$ cat src/rtl/custom_subtractor45_13_seq_if.sv
// Handshake bundle for the serial 45-bit minus 13-bit subtractor.
// Master drives operands and accepts results; slave is the subtractor.
interface custom_subtractor45_13_seq_if #(
  parameter int SUM_WIDTH = 45,
  parameter int B_WIDTH   = 13
);
  logic                 in_valid;
  logic                 in_ready;
  logic [SUM_WIDTH-1:0] Sum;
  logic [B_WIDTH-1:0]   B;
  logic                 out_valid;
  logic                 out_ready;
  logic [SUM_WIDTH-2:0] A;
  logic                 underflow;
  logic                 overflow;

  modport master (
    output in_valid, Sum, B, out_ready,
    input  in_ready, out_valid, A, underflow, overflow
  );

  modport slave (
    input  in_valid, Sum, B, out_ready,
    output in_ready, out_valid, A, underflow, overflow
  );
endinterface

$ cat src/rtl/custom_subtractor45_13_seq.sv
// Serial Sum - zext(B) subtractor: one CHUNK_WIDTH slice per cycle, LSB first,
// with a registered borrow. Recovers the 44-bit operand and flags illegal results.
module custom_subtractor45_13_seq #(
  parameter int SUM_WIDTH   = 45,
  parameter int B_WIDTH     = 13,
  parameter int CHUNK_WIDTH = 15
) (
  input logic                        clk,
  input logic                        rst,
  custom_subtractor45_13_seq_if.slave bus
);
  localparam int NUM_CHUNKS = SUM_WIDTH / CHUNK_WIDTH;
  localparam int CNT_W      = (NUM_CHUNKS > 1) ? $clog2(NUM_CHUNKS) : 1;
  localparam logic [CNT_W-1:0] LAST_CHUNK = CNT_W'(NUM_CHUNKS - 1);

  localparam logic [1:0] IDLE = 2'd0;
  localparam logic [1:0] CALC = 2'd1;
  localparam logic [1:0] DONE = 2'd2;

  logic [1:0]           state_reg;
  logic [SUM_WIDTH-1:0] sum_reg;
  logic [SUM_WIDTH-1:0] sub_reg;
  logic [SUM_WIDTH-1:0] diff_reg;
  logic                 borrow_reg;
  logic [CNT_W-1:0]     cnt_reg;
  logic                 in_ready_reg;
  logic                 out_valid_reg;
  logic [SUM_WIDTH-2:0] a_reg;
  logic                 underflow_reg;
  logic                 overflow_reg;

  logic [CHUNK_WIDTH:0]   chunk_next;
  logic [SUM_WIDTH-1:0]   diff_next;

  // Operands shift right each cycle so the active slice is always the low chunk;
  // result chunks enter from the top so the difference ends up aligned.
  assign chunk_next = {1'b0, sum_reg[CHUNK_WIDTH-1:0]}
                    - {1'b0, sub_reg[CHUNK_WIDTH-1:0]}
                    - {{CHUNK_WIDTH{1'b0}}, borrow_reg};
  assign diff_next  = {chunk_next[CHUNK_WIDTH-1:0], diff_reg[SUM_WIDTH-1:CHUNK_WIDTH]};

  always_ff @(posedge clk) begin
    if (rst) begin
      state_reg     <= IDLE;
      sum_reg       <= '0;
      sub_reg       <= '0;
      diff_reg      <= '0;
      borrow_reg    <= 1'b0;
      cnt_reg       <= '0;
      in_ready_reg  <= 1'b1;
      out_valid_reg <= 1'b0;
      a_reg         <= '0;
      underflow_reg <= 1'b0;
      overflow_reg  <= 1'b0;
    end else begin
      case (state_reg)
        IDLE: begin
          if (bus.in_valid) begin
            sum_reg      <= bus.Sum;
            sub_reg      <= {{(SUM_WIDTH-B_WIDTH){1'b0}}, bus.B};
            borrow_reg   <= 1'b0;
            cnt_reg      <= '0;
            in_ready_reg <= 1'b0;
            state_reg    <= CALC;
          end
        end
        CALC: begin
          sum_reg    <= sum_reg >> CHUNK_WIDTH;
          sub_reg    <= sub_reg >> CHUNK_WIDTH;
          diff_reg   <= diff_next;
          borrow_reg <= chunk_next[CHUNK_WIDTH];
          cnt_reg    <= cnt_reg + 1'b1;
          if (cnt_reg == LAST_CHUNK) begin
            // Final borrow out of the top chunk means Sum < B.
            a_reg         <= diff_next[SUM_WIDTH-2:0];
            underflow_reg <= chunk_next[CHUNK_WIDTH];
            overflow_reg  <= ~chunk_next[CHUNK_WIDTH] & diff_next[SUM_WIDTH-1];
            out_valid_reg <= 1'b1;
            state_reg     <= DONE;
          end
        end
        DONE: begin
          if (bus.out_ready) begin
            out_valid_reg <= 1'b0;
            in_ready_reg  <= 1'b1;
            state_reg     <= IDLE;
          end
        end
        default: begin
          state_reg     <= IDLE;
          in_ready_reg  <= 1'b1;
          out_valid_reg <= 1'b0;
        end
      endcase
    end
  end

  assign bus.in_ready  = in_ready_reg;
  assign bus.out_valid = out_valid_reg;
  assign bus.A         = a_reg;
  assign bus.underflow = underflow_reg;
  assign bus.overflow  = overflow_reg;
endmodule

$ cat src/flat_wrapper.sv
// flat-port wrapper written by rule: the top's interface ports become plain ports
module custom_subtractor45_13_seq_flat 
#(
  parameter int SUM_WIDTH   = 45,
  parameter int B_WIDTH     = 13,
  parameter int CHUNK_WIDTH = 15
)
  (clk, rst, bus_in_valid, bus_Sum, bus_B, bus_out_ready, bus_in_ready, bus_out_valid, bus_A, bus_underflow, bus_overflow);
  custom_subtractor45_13_seq_if #(.SUM_WIDTH(SUM_WIDTH), .B_WIDTH(B_WIDTH)) bus_i ();
  input logic clk;
  input logic rst;
  input wire logic [$bits(bus_i.in_valid)-1:0] bus_in_valid;
  input wire logic [$bits(bus_i.Sum)-1:0] bus_Sum;
  input wire logic [$bits(bus_i.B)-1:0] bus_B;
  input wire logic [$bits(bus_i.out_ready)-1:0] bus_out_ready;
  output wire logic [$bits(bus_i.in_ready)-1:0] bus_in_ready;
  output wire logic [$bits(bus_i.out_valid)-1:0] bus_out_valid;
  output wire logic [$bits(bus_i.A)-1:0] bus_A;
  output wire logic [$bits(bus_i.underflow)-1:0] bus_underflow;
  output wire logic [$bits(bus_i.overflow)-1:0] bus_overflow;
  assign bus_i.in_valid = bus_in_valid;
  assign bus_i.Sum = bus_Sum;
  assign bus_i.B = bus_B;
  assign bus_i.out_ready = bus_out_ready;
  assign bus_in_ready = bus_i.in_ready;
  assign bus_out_valid = bus_i.out_valid;
  assign bus_A = bus_i.A;
  assign bus_underflow = bus_i.underflow;
  assign bus_overflow = bus_i.overflow;
  custom_subtractor45_13_seq #(.SUM_WIDTH(SUM_WIDTH), .B_WIDTH(B_WIDTH), .CHUNK_WIDTH(CHUNK_WIDTH)) u_core (.clk(clk), .rst(rst), .bus(bus_i));
endmodule
$ cat config.mk
export PLATFORM = sky130hd
export DESIGN_NAME = custom_subtractor45_13_seq_flat
export DESIGN_NICKNAME = d
export VERILOG_FILES = /design/src/rtl/custom_subtractor45_13_seq_if.sv /design/src/rtl/custom_subtractor45_13_seq.sv /design/src/flat_wrapper.sv
export SDC_FILE = /design/constraint.sdc
export NUM_CORES = 1
export LEC_CHECK = 0
export CAP_MARGIN = 20
export CORE_ASPECT_RATIO = 1.75
export CORE_MARGIN = 2
export CORE_UTILIZATION = 53
export DETAILED_ROUTE_END_ITERATION = 16
export PLACE_DENSITY = 0.84
export SLEW_MARGIN = 0
export SYNTH_ARGS = -nofsm -noshare
export SYNTH_HDL_FRONTEND = slang
export SYNTH_SLANG_ARGS = --single-unit
$ cat constraint.sdc
create_clock -name clk -period 3.3 [get_ports clk]
set_input_delay 0.33 -clock clk [delete_from_list [all_inputs] [get_ports clk]]
set_output_delay 0.33 -clock clk [all_outputs]
set_load 0.02 [all_outputs]
Word-level counts from Yosys, hierarchy flattened
Index checks and enable logic that the tools add are counted.

Register bits: 188. Latch bits: 0. Memory bits (writable): 0. Memory bits (read-only): 0. Input bits: 62. Output and inout bits: 48. Word-level logic and storage cells: 48. Memories kept: 0.

Add/sub/neg operators: 3. Multipliers: 0. Div/mod/pow operators: 0. Order comparisons: 0. Equal/unequal tests: 6. Shift operators: 0. Multiplexer cells: 17. Bitwise gates (word level): 4. Reduce and logical (&&, ||, !) cells: 7.

Operators with widths (number): one-hot mux 45 bit (2 select lines) (2); 2-to-1 mux 45 bit (2); subtractor 15 x 15 -> 16 bit (1); subtractor 16 x 1 -> 16 bit (1); AND reduction 3 bit (3); 2-to-1 mux 2 bit (4); one-hot mux 1 bit (3 select lines) (2); one-hot mux 2 bit (3 select lines) (1); == test 2 bit (second input constant) (2); 2-to-1 mux 1 bit (4); != test 2 bit (second input constant) (2); one-hot mux 2 bit (2 select lines) (1); AND reduction 2 bit (2); NOT 1 bit (3); adder 2 x 1 -> 2 bit (second input constant) (1); == test 2 x 1 -> 1 bit (second input constant) (1); logical NOT 2 bit (1); != test 2 x 1 -> 1 bit (second input constant) (1); one-hot mux 1 bit (2 select lines) (1); nonzero test 2 bit (1); AND 1 bit (1).

Logic depth before layout (Yosys ltp)
Gate-level depths: netlist of the first run.

Depth after elaboration: 4. Gate-level depth with buffers: 10. Depth with buffers taken out: 10.

Least setup slack after synthesis of the first run
OpenSTA, ideal clock, no wires.

Path kind: register -> register. From: reg u_core.borrow_reg. To: reg u_core.overflow_reg (netlist: u_core.bus.overflow). Library setup time: 79 ps. Arrival: 2332 ps. Data required time: 3221 ps. Slack: 889 ps. Cell stages (with the launch flop): 10. Path buffers: 0. Period minus slack after synthesis: 2411 ps. Path through: dfxtp_1 inv_1 fa_1 ha_1 o21ai_0 a221o_1 a31oi_2 and3_2 a41oi_1 a211oi_2.

Cells in the longest elaborated chain, start to end: 3.

RTL lines: start, declared (line custom_subtractor45_13_seq.sv:24) `logic borrow_reg;`; start signal, assigned (line custom_subtractor45_13_seq.sv:71) `borrow_reg <= chunk_next[CHUNK_WIDTH];`; subtractor 16 x 1 -> 16 bit * (line custom_subtractor45_13_seq.sv:39) `- {{CHUNK_WIDTH{1'b0}}, borrow_reg};`; NOT 1 bit (line custom_subtractor45_13_seq.sv:77) `overflow_reg <= ~chunk_next[CHUNK_WIDTH] & diff_next[SUM_WIDTH-1];`; AND 1 bit * (line custom_subtractor45_13_seq.sv:77); end signal, assigned (line custom_subtractor45_13_seq.sv:77); end, declared (line custom_subtractor45_13_seq.sv:30) `logic overflow_reg;`.

Mark *: on every way between the ends. The rest lies on a longest branch, timed or not. A chain may end at the register's enable or synchronous reset.

Worst setup path in the final report of the first run
Ends and elaborated chain as after synthesis.

==> results by group, run 1 <==
Worst hold path
  • Path type of the worst min-delay path: in2reg

CTS
  • Post-cts gate resize count: 0
  • Cts bufs inserted: 17
  • CTS tree: done
  • Root Buffer: clkbuf_16
  • Sink Count: 141
  • Post-CTS clock slew at the launch and capture registers of the worst setup and hold paths: about 0.060 ns
  • Maximum level of the CTS H-tree: 4
  • Hold-fix buffer count after cts: 0
  • Later-pin clock latency in the skew report: 0.42 ns
  • Setup fix buffers added after clock tree synthesis: 0
  • Clock Path Buffers: 2

Yosys
  • Number of cells produced by synthesis: 774
  • Number of library cell types mapped by synthesis: 53
  • Flip-flop cell with the highest count after synthesis: dfxtp_1
  • Cell area after synthesis: 0.006322 sq mm
  • Number of synthesized flops with an enable pin: 0
  • Portion of netlist area occupied by mux cells: 0.001583
  • Post-synthesis share of cell area spent on xor and xnor gates: 0.01108
  • Yosys Warn Count: 0
  • Dominant combinational cell family by area after synthesis: compound AO/OA/AOI/OAI gates
  • Mean instance size in the synthesized netlist: a little over 8 sq um
  • Post-synthesis adder-cell area fraction: 0.05779
  • Seq/Total Area, Yosys: 0.4465
  • Fraction of registers with async set or reset after synthesis: 0
  • Post-synthesis compound-gate area fraction: 0.2248
  • Post-synthesis share of cell area spent on and, or, nand and nor gates: 0.1943
  • Seq cells post-synth: 141
  • Mapped Nets: 864

STA
  • Fmax: between 0.3 and 0.4 GHz
  • Clk_skew: 0.008341 ns
  • Number of failing setup endpoints in the final timing report: 0
  • Number of hold violations in the final report: 0
  • Shortest period the worst path allows: 2.708 ns
  • Setup TNS: 0 ns
  • Hold slack final: approximately 0.36 ns
  • Setup repair after global routing missed its margin: no
  • Transition time at the pin with the least slew margin: 0.6697 ns
  • Portion of the clock cycle consumed by the worst path in the final layout: 0.8206
  • Final Max Tran Viols: 0
  • Max_slew headroom: 0.5529

Layout
  • Final instance count without filler cells: 1003
  • Fill cell instance count of the final layout: roughly 900
  • Proportion of layout cells with a drive suffix above 1: 0.09908
  • Number of antenna repair diodes: 0
  • Area occupied by multi-input gates: 0.003105 sq mm
  • Signed area change from the synthesized netlist to the final layout: 27.25%
  • Post-layout nets: 945
  • FF/Latch Area: about 0.0028 sq mm
  • Max reg flops: 45

GRT
  • Vias in the first global route: 5773
  • Wire length of the first global-routing pass: 26250 um
  • Global-route usage over all layers: 0.2563
  • Antenna violations before repair: 0
  • Congestion Overflow GR: 0
  • Pin count of the biggest net entering global routing: 67

Placed design
  • Placed cell count: 971
  • Port-buffer cells: approximately 110
  • HPWL reported at the end of detailed placement: 11260 um
  • Last weighted congestion value of the routability-driven placer: 0.9779

Critical path
  • Cell Chain, Critical Path: inv_1 -> fa_1 -> ha_1 -> o21ai_0 -> a221o_1 -> a31oi_2 -> and3_2 -> a41oi_1 -> a211oi_2
  • Data required time at the worst endpoint: 3.63 ns
  • Critical path capture point type: flip-flop
  • Largest stage delay on the critical path: ~0.45 ns
  • CP startpoint kind: flip-flop
  • Total buffers and inverters traversed by the critical path: 1
  • Arrival time worst endpoint: 3.04 ns
  • Cell family with most CP delay: compound AO/OA/AOI/OAI gates
  • Cell with the largest stage delay on the worst path: fa_1
  • Maximum fanout along the worst path: 5
  • Critical path class: reg2reg

Floorplan
  • Num rows: 52
  • Horizontal extent of the die: 86.56 um
  • Die Y-Extent: 148.5 um
  • Die outline area: 0.01285 sq mm
  • Initial standard-cell utilization of the core: 0.5459
  • I/O pin count: 110
  • Core region area: roughly 0.012 sq mm

Flow run
  • Max Cap Violations: 0

Pwr
  • Worst vdd rail ir drop: 0.0003508 V
  • Power density over the cells: 575.4 mW/mm^2
  • Leakage power: 3.065 nW

Drt
  • Number of violations reported at the end of detailed-routing iteration 0: approximately 320
  • Drt total wl: 15960 um
  • Average vias per placed instance: 5.748
  • Number of remaining DRC errors: 0
  • First-pass detailed-route iteration total: 7
  • Remaining number of nets flagged by the antenna check after routing: 0
  • Via count: approximately 5800
  • Average wire length per cell after detail routing: 15.92 um

Status
  • Status: complete, no violations
==> kinds of logic (layout without fill, tap and decap cells) <==
logic type,after synthesis,count (layout)
multiplexers,1,1
XOR/XNOR,8,8
adder cells (fa/ha/maj),28,28
AO/OA/AOI/OAI,208,208
AND/OR/NAND/NOR,284,284
buffers and inverters,104,198
flip-flops,141,141
==> synthesized netlist by cell type, types with 3 or more instances <==
| master | count | share of area |
|---|---|---|
| o311ai_1 | 4 | 0.0055 |
| inv_1 | 44 | 0.026 |
| nor2_1 | 88 | 0.052 |
| nor2b_1 | 31 | 0.031 |
| a31oi_1 | 3 | 0.0030 |
| dfxtp_1 | 141 | 0.45 |
| or4_1 | 3 | 0.0036 |
| o21ai_0 | 9 | 0.0071 |
| or2_2 | 3 | 0.0030 |
| a22oi_1 | 30 | 0.036 |
| clkbuf_1 | 51 | 0.030 |
| buf_1 | 4 | 0.0024 |
| a21oi_1 | 103 | 0.082 |
| o21a_1 | 3 | 0.0036 |
| o211ai_1 | 4 | 0.0047 |
| xor2_1 | 5 | 0.0069 |
| nand2_1 | 130 | 0.077 |
| a211oi_1 | 6 | 0.0071 |
| xnor2_1 | 3 | 0.0042 |
| ha_1 | 26 | 0.051 |
| nand3_1 | 12 | 0.0095 |
| o221a_2 | 30 | 0.053 |
| or3_1 | 3 | 0.0030 |
==> cells in the final DEF, fill, tap and decap left out, types with 4 or more instances in the layout <==
| master | instances |
|---|---|
| xor2_1 | 5 |
| buf_4 | 13 |
| o311ai_1 | 4 |
| a211oi_1 | 6 |
| nor2_1 | 87 |
| dfxtp_1 | 140 |
| clkinvlp_4 | 6 |
| clkdlybuf4s50_1 | 108 |
| o211ai_1 | 4 |
| a22oi_1 | 30 |
| nor2b_1 | 30 |
| o221a_2 | 30 |
| clkbuf_16 | 17 |
| o21ai_0 | 9 |
| inv_1 | 44 |
| nand2_1 | 130 |
| a21oi_1 | 103 |
| nand3_1 | 12 |
| ha_1 | 26 |
==> metrics by stage <==
step	cell area [sq um]	utilization	power (mW)	worst slack (ns)
after floorplan	6322	-	2.468	0.8891
after global placement	7446	0.6429	2.687	0.7386
after detailed placement	7446	0.6429	2.726	0.6545
after CTS	8045	0.6947	4.633	0.6297
after global routing	8045	0.6947	4.819	0.4420
final	8045	0.6947	4.629	0.5919
==> final cells by class <==
| type | instances | share of cell area |
|---|---|---|
| clock buffers | 19 | 0.05381 |
| well taps | 135 | 0.02100 |
| clock inverters | 13 | 0.02068 |
| multi-input cells | 529 | 0.3860 |
| inverters | 45 | 0.02100 |
| flip-flops and latches | 141 | 0.3510 |
| repair buffers | 121 | 0.1465 |
==> worst register-to-register path, cell delays in order (launching register included) <==
cell      delay (ns)
dfxtp_1         0.33
inv_1           0.06
fa_1            0.45
ha_1            0.29
o21ai_0         0.14
a221o_1         0.41
a31oi_2         0.27
and3_2          0.26
a41oi_1         0.15
a211oi_2        0.27
==> routing by layer <==
metal  GRT usage  wire (um)  share of wire  up-vias
li1            -          -              -     2822
met2      0.4838       8864           0.56      183
met4      0.1109        503          0.032        0
met1      0.2576       5858           0.37     2716
met5           0          0              0        -
met3     0.06382        738          0.046       44
==> path summary, 6_finish.rpt <==
| check | cells past startpoint | to | slack (ns) | from |
|---|---|---|---|---|
| hold reg to reg | 2 | u_core.bus.A[22] | 0.45 | u_core.bus.A[22] |
| setup reg to reg | 9 | u_core.bus.overflow | 0.59 | u_core.borrow_reg |
| hold / removal | 2 | u_core.bus.out_valid | 0.36 | rst |
| setup / recovery | 9 | u_core.bus.overflow | 0.59 | u_core.borrow_reg |
==> report_power, final <==
part	internal (mW)	switching, mW
Combinational	0.362	0.469
Sequential	1.80	0.0734
Clock	1.19	0.731
Note: power is estimated with default switching activity, not from simulation.
==> inputs of run 2 (changes only) <==
- clock period: 3.3 -> 2.5 ns (I/O delays scaled with it)
==> run 2 against run 1 <==
  * The run now ends with negative setup slack left
  * Largest cell class unchanged
  * Combinational power rose by 59%
  * Hold slack got worse by 0.19 ns
  * Clock skew rose by 0.00066 ns
  * Utilization rose by 3.2 points
  * Critical path depth did not move
  * Fmax rose by 5.9%
  * Sequential cell count did not move
  * Count of clock-buffer cells in the layout rose by 3
  * Highest routed layer unchanged
  * Wire length rose by 8.4%
  * Via count rose by 2.3%
==> results by group, run 2 (same netlist as run 1, synthesis figures left out) <==
Drt
  • Number of violations reported at the end of detailed-routing iteration 0: about 340
  • Average wire length per cell after detail routing: approximately 17 um
  • Average vias per placed instance: 5.795
  • First-pass detailed-route iteration total: 5
  • Remaining number of nets flagged by the antenna check after routing: 0
  • Via count: 5899
  • Drt total wl: 17300 um
  • Number of remaining DRC errors: 0

Placed design
  • HPWL reported at the end of detailed placement: 11630 um
  • Port-buffer cells: 109
  • Setup slack after placement: -0.05160 ns
  • Last weighted congestion value of the routability-driven placer: 0.9232

Critical path
  • Largest stage delay on the critical path: 0.39 ns
  • CP startpoint kind: flip-flop
  • Critical path class: reg2reg
  • Cell Chain, Critical Path: inv_2 -> fa_2 -> ha_1 -> nor4b_2 -> a221o_1 -> a31oi_1 -> or3_1 -> nand3_1 -> a21oi_1
  • Data required time at the worst endpoint: approximately 2.8 ns
  • Critical path capture point type: flip-flop
  • Total buffers and inverters traversed by the critical path: 1
  • Cell with the largest stage delay on the worst path: fa_2
  • Maximum fanout along the worst path: 3
  • Arrival time worst endpoint: 2.82 ns
  • Cell family with most CP delay: simple AND/OR/NAND/NOR gates

Pwr
  • Part of the power in the clock network: 0.414
  • Sequential share of power: 0.382
  • Leakage power: ~3.2 nW
  • Combinational cell fraction of total power: 0.204
  • Switching part of the total: 0.2716
  • Internal power contribution: 4.728 mW
  • Worst vdd rail ir drop: 0.0006623 V
  • Power density over the cells: 770.9 mW/mm^2
  • Switching Power: 1.763 mW
  • Total chip power: 6.491 mW

STA
  • Final Max Tran Viols: 0
  • Transition time at the pin with the least slew margin: 0.6317 ns
  • Portion of the clock cycle consumed by the worst path in the final layout: 1.022
  • Setup repair after global routing missed its margin: yes
  • Fmax: 0.3912 GHz
  • Number of failing setup endpoints in the final timing report: 5
  • Clk_skew: between 0.009 and 0.01 ns
  • Least setup slack across all paths after layout: -0.05606 ns
  • Max_slew headroom: 0.5789
  • Number of hold violations in the final report: 0
  • Setup TNS: -0.1136 ns
  • Shortest period the worst path allows: 2.556 ns

Layout
  • Fill cell instance count of the final layout: 848
  • Commonest non-fill, non-tap cells in the layout: dfxtp_1, nand2_1, clkdlybuf4s50_1
  • Most common library cell in the layout ignoring fill and taps: dfxtp_1
  • Number of antenna repair diodes: 0
  • Post-layout nets: 960
  • Final core utilization: 0.7271
  • Proportion of layout cells with a drive suffix above 1: 0.1484
  • Max reg flops: 45
  • Signed area change from the synthesized netlist to the final layout: 33.19%

CTS
  • Sink Count: 141
  • Post-CTS clock slew at the launch and capture registers of the worst setup and hold paths: roughly 0.06 ns
  • Root Buffer: clkbuf_16
  • Maximum level of the CTS H-tree: 4
  • Cts bufs inserted: 17
  • Clock Path Buffers: 2
  • CTS tree: done
  • Later-pin clock latency in the skew report: 0.42 ns

GRT
  • Pin count of the biggest net entering global routing: 65
  • Wire length of the first global-routing pass: 26960 um
  • Antenna violations before repair: 0
  • Congestion Overflow GR: 0
  • Vias in the first global route: 5778
  • Global-route usage over all layers: 0.2653

Status
  • Status: finished, violations left
  • Failing checks: negative setup slack

Flow run
  • Max Cap Violations: 0

Floorplan
  • I/O pin count: between 100 and 150
  • Horizontal extent of the die: 86.56 um
  • Die outline area: ~0.013 sq mm
  • Die Y-Extent: 148.5 um
  • Core region area: 0.01158 sq mm
  • Num rows: 52
  • Initial standard-cell utilization of the core: 0.5459

Worst hold path
  • Path type of the worst min-delay path: in2reg
==> run 2: what timing repair did <==
| item | in CTS | in global routing |
|---|---|---|
| resized for setup | 12 | 30 |
| pin swaps | 3 | 16 |
| setup buffers | 1 | 2 |
| gates cloned | 0 | 0 |
| endpoints found under the hold margin | 0 | 0 |
| hold buffers | 0 | 0 |
| endpoints found under the setup margin | 11 | 15 |
==> run 2: power by group through the flow <==
stage	combinational [mW]	sequential, mW	clock, mW
floorplan	0.761	2.50	0
global placement	1.09	2.51	0
detailed placement	1.13	2.52	0
CTS	1.19	2.47	2.70
global route	1.43	2.49	2.79
finish	1.32	2.48	2.69
==> run 2: worst register-to-register path: stages, from the launching register on <==
cell and delay [ns]:
dfxtp_2 0.34, inv_2 0.04, fa_2 0.39, ha_1 0.22
nor4b_2 0.36, a221o_1 0.36, a31oi_1 0.18, or3_1 0.36
nand3_1 0.09, a21oi_1 0.06
==> run 2: layout make-up <==
class                      count  area [sq um]  share of cell area
clock inverter                10         161.4             0.01917
sequential                   141          2831              0.3363
clock buffer                  22         474.2             0.05632
tap                          135         168.9             0.02006
timing repair buffer         136          1328              0.1577
multi-input combinational    529          3288              0.3905
inverter                      45         168.9             0.02006
==> run 2: worst paths after layout <==
kind	start	to	slack (ns)	cells past startpoint
setup / recovery	u_core.sub_reg[0]	u_core.diff_reg[39]	-0.06	9
hold / removal	rst	u_core.diff_reg[25]	0.17	2
setup reg to reg	u_core.sub_reg[0]	u_core.diff_reg[39]	-0.06	9
hold reg to reg	u_core.diff_reg[16]	u_core.bus.A[1]	0.45	2
==> run 2: layer usage <==
| metal | track usage | vias to the layer above | part of all wire |
|---|---|---|---|
| met5 | 0 | - | 0 |
| met4 | 0.1492 | 0 | 0.052 |
| met3 | 0.05549 | 62 | 0.043 |
| met2 | 0.4958 | 236 | 0.55 |
| met1 | 0.2625 | 2763 | 0.36 |
| li1 | - | 2838 | - |
==> run 2: metrics by stage <==
stage | std cells | cell area [sq um] | hold WS, ns
after floorplan | 774 | 6322 | 0.4108
after global placement | 982 | 7541 | 0.4383
after detailed placement | 983 | 7569 | 0.4445
after CTS | 1016 | 8263 | 0.1512
after global routing | 1018 | 8421 | 0.1707
final | 1018 | 8421 | 0.1720
==> inputs of run 3 (changes only) <==
- ABC_CLOCK_PERIOD_IN_PS: not set -> 2500
- CAP_MARGIN: 20 -> not set
- CTS_CLUSTER_SIZE: not set -> 12
==> run 3 against run 2 <==
  * The run still ends with negative setup slack left
  * Die area unchanged
  * Wire length is 2.2% lower
  * Sequential cell count stayed put
  * Sequential share of layout area rose by 0.33 points
  * First-iteration DRC count stayed put
  * Clock skew fell by 0.0035 ns
  * Power shrank 2.5%
  * Sequential power barely moved
  * Fmax increased by 1.8%
==> results by group, run 3 (same netlist as run 1, synthesis figures left out) <==
Floorplan
  • Num rows: 52
  • Horizontal extent of the die: between 80 and 90 um
  • I/O pin count: 110
  • Core region area: 0.01158 sq mm
  • Die Y-Extent: 148.5 um
  • Die outline area: 0.01285 sq mm
  • Initial standard-cell utilization of the core: 0.5459

Critical path
  • Arrival time worst endpoint: 2.83 ns
  • CP startpoint kind: flip-flop
  • Data required time at the worst endpoint: 2.82 ns
  • Critical path capture point type: flip-flop
  • Critical path class: reg2reg
  • Critical Path Start: u_core.sum_reg[6]
  • Maximum fanout along the worst path: 5
  • Startpoint of the worst register-to-register path: u_core.sum_reg[6]

CTS
  • Clock Path Buffers: 2
  • Sink Count: 141
  • Later-pin clock latency in the skew report: 0.42 ns
  • Post-CTS clock slew at the launch and capture registers of the worst setup and hold paths: 0.06 ns
  • Root Buffer: clkbuf_16
  • Cts bufs inserted: 17
  • CTS tree: done
  • Maximum level of the CTS H-tree: 4

Pwr
  • Sequential share of power: 0.392
  • Part of the power in the clock network: 0.404
  • Worst vdd rail ir drop: 0.0005310 V
  • Power density over the cells: 759.0 mW/mm^2
  • Leakage power: approximately 3.2 nW
  • Switching part of the total: 0.2765
  • Switching Power: between 1.5 and 2 mW
  • Total chip power: 6.326 mW
  • Internal power contribution: approximately 4.6 mW
  • Combinational cell fraction of total power: 0.204

Layout
  • Fill cell instance count of the final layout: 867
  • Number of antenna repair diodes: 0
  • Max reg flops: 45
  • Proportion of layout cells with a drive suffix above 1: 0.1476
  • Signed area change from the synthesized netlist to the final layout: 31.82%
  • Post-layout nets: 959
  • Most common library cell in the layout ignoring fill and taps: dfxtp_1
  • Commonest non-fill, non-tap cells in the layout: dfxtp_1, nand2_1, clkdlybuf4s50_1
  • Final instance count without filler cells: 1016

Worst hold path
  • Path type of the worst min-delay path: in2reg
  • Startpoint of the tightest hold check path: rst

Placed design
  • HPWL reported at the end of detailed placement: 11520 um
  • Last weighted congestion value of the routability-driven placer: 0.9232
  • Placed cell count: 982
  • Port-buffer cells: 109

STA
  • Final Max Tran Viols: 0
  • Number of hold violations in the final report: 0
  • Number of failing setup endpoints in the final timing report: 1
  • Clk_skew: 0.005527 ns
  • Least setup slack across all paths after layout: -0.009757 ns
  • Fmax: approximately 0.40 GHz
  • Transition time at the pin with the least slew margin: 1.260 ns
  • Shortest period the worst path allows: 2.510 ns
  • Portion of the clock cycle consumed by the worst path in the final layout: 1.004
  • Setup repair after global routing missed its margin: yes
  • Max_slew headroom: 0.1591

Drt
  • Remaining number of nets flagged by the antenna check after routing: 0
  • Via count: 5858
  • Number of violations reported at the end of detailed-routing iteration 0: 344
  • First-pass detailed-route iteration total: 5
  • Average wire length per cell after detail routing: 16.66 um
  • Average vias per placed instance: ~5.8
  • Number of remaining DRC errors: 0
  • Drt total wl: ~17000 um

GRT
  • Vias in the first global route: about 5700
  • Antenna violations before repair: 0
  • Wire length of the first global-routing pass: 27030 um
  • Congestion Overflow GR: 0
  • Pin count of the biggest net entering global routing: 65
  • Global-route usage over all layers: 0.2637

Flow run
  • Max Cap Violations: 0

Status
  • Status: finished, violations left
  • Failing checks: negative setup slack
## run 3: cell count changes in the layout (fill, tap and decap cells not counted), sizes merged
cell	change
clkbuf	-2
buf	-1
bufinv	-1
clkinv	+1
inv	+1
## run 3: metal layers
layer,wire length [um],track usage,part of all wire,vias up
met2,9257,0.4892,0.55,207
met1,6071,0.2708,0.36,2736
met5,0,0,0,-
met4,863,0.1383,0.051,0
met3,738,0.05161,0.044,68
li1,-,-,-,2847
## run 3: path summary, 6_finish.rpt
kind | endpoint | slack, ns | cells past startpoint
setup / recovery | u_core.bus.A[42] | -0.01 | 10
setup reg to reg | u_core.bus.A[42] | -0.01 | 10
hold / removal | u_core.bus.A[13] | 0.16 | 2
hold reg to reg | u_core.bus.A[0] | 0.45 | 2
## run 3: layout make-up
class | instances | area, sq um | area share
multi-input cells | 529 | 3268 | 0.3921
flip-flops and latches | 141 | 2830 | 0.3396
repair buffers | 135 | 1300 | 0.1560
clock buffers | 20 | 456.7 | 0.05480
inverters | 45 | 168.9 | 0.02027
well taps | 135 | 168.9 | 0.02027
clock inverters | 11 | 141.4 | 0.01696
## run 3: worst max-delay path: stages (launching register included)
cell	delay, ns
dfxtp_1	0.34
inv_1	0.05
ha_1	0.30
inv_1	0.05
ha_1	0.34
o21a_1	0.20
o211ai_1	0.23
a31o_1	0.25
nor2_4	0.06
or4_4	0.49
o311ai_2	0.09
## run 3: metrics by stage
| step | cell area, sq um | utilization | setup TNS, ns | hold slack, ns | worst slack (ns) |
|---|---|---|---|---|---|
| after floorplan | 6322 | - | 0 | 0.4108 | 0.08908 |
| after global placement | 7541 | 0.6511 | 0 | 0.4383 | 0.008157 |
| after detailed placement | 7541 | 0.6511 | -0.3295 | 0.4449 | -0.06843 |
| after CTS | 8195 | 0.7076 | 0 | 0.1565 | 0.01175 |
| after global routing | 8334 | 0.7196 | -0.2378 | 0.1644 | -0.04875 |
| final | 8334 | 0.7196 | -0.009757 | 0.1606 | -0.009757 |
## run 3: power groups by stage
| stage | clock, mW | sequential (mW) | combinational [mW] |
|---|---|---|---|
| after floorplan | 0 | 2.50 | 0.761 |
| after global placement | 0 | 2.51 | 1.09 |
| after detailed placement | 0 | 2.52 | 1.12 |
| after CTS | 2.56 | 2.48 | 1.18 |
| after global routing | 2.66 | 2.49 | 1.40 |
| final | 2.55 | 2.48 | 1.29 |
## run 3: what timing repair did
item                                   in CTS  in global routing
hold buffers                                0                  0
endpoints found under the hold margin       0                  0
pin swaps                                   5                 13
buffers inserted                            1                  2
setup endpoints to repair                  11                 14
resized for setup                          12                 30
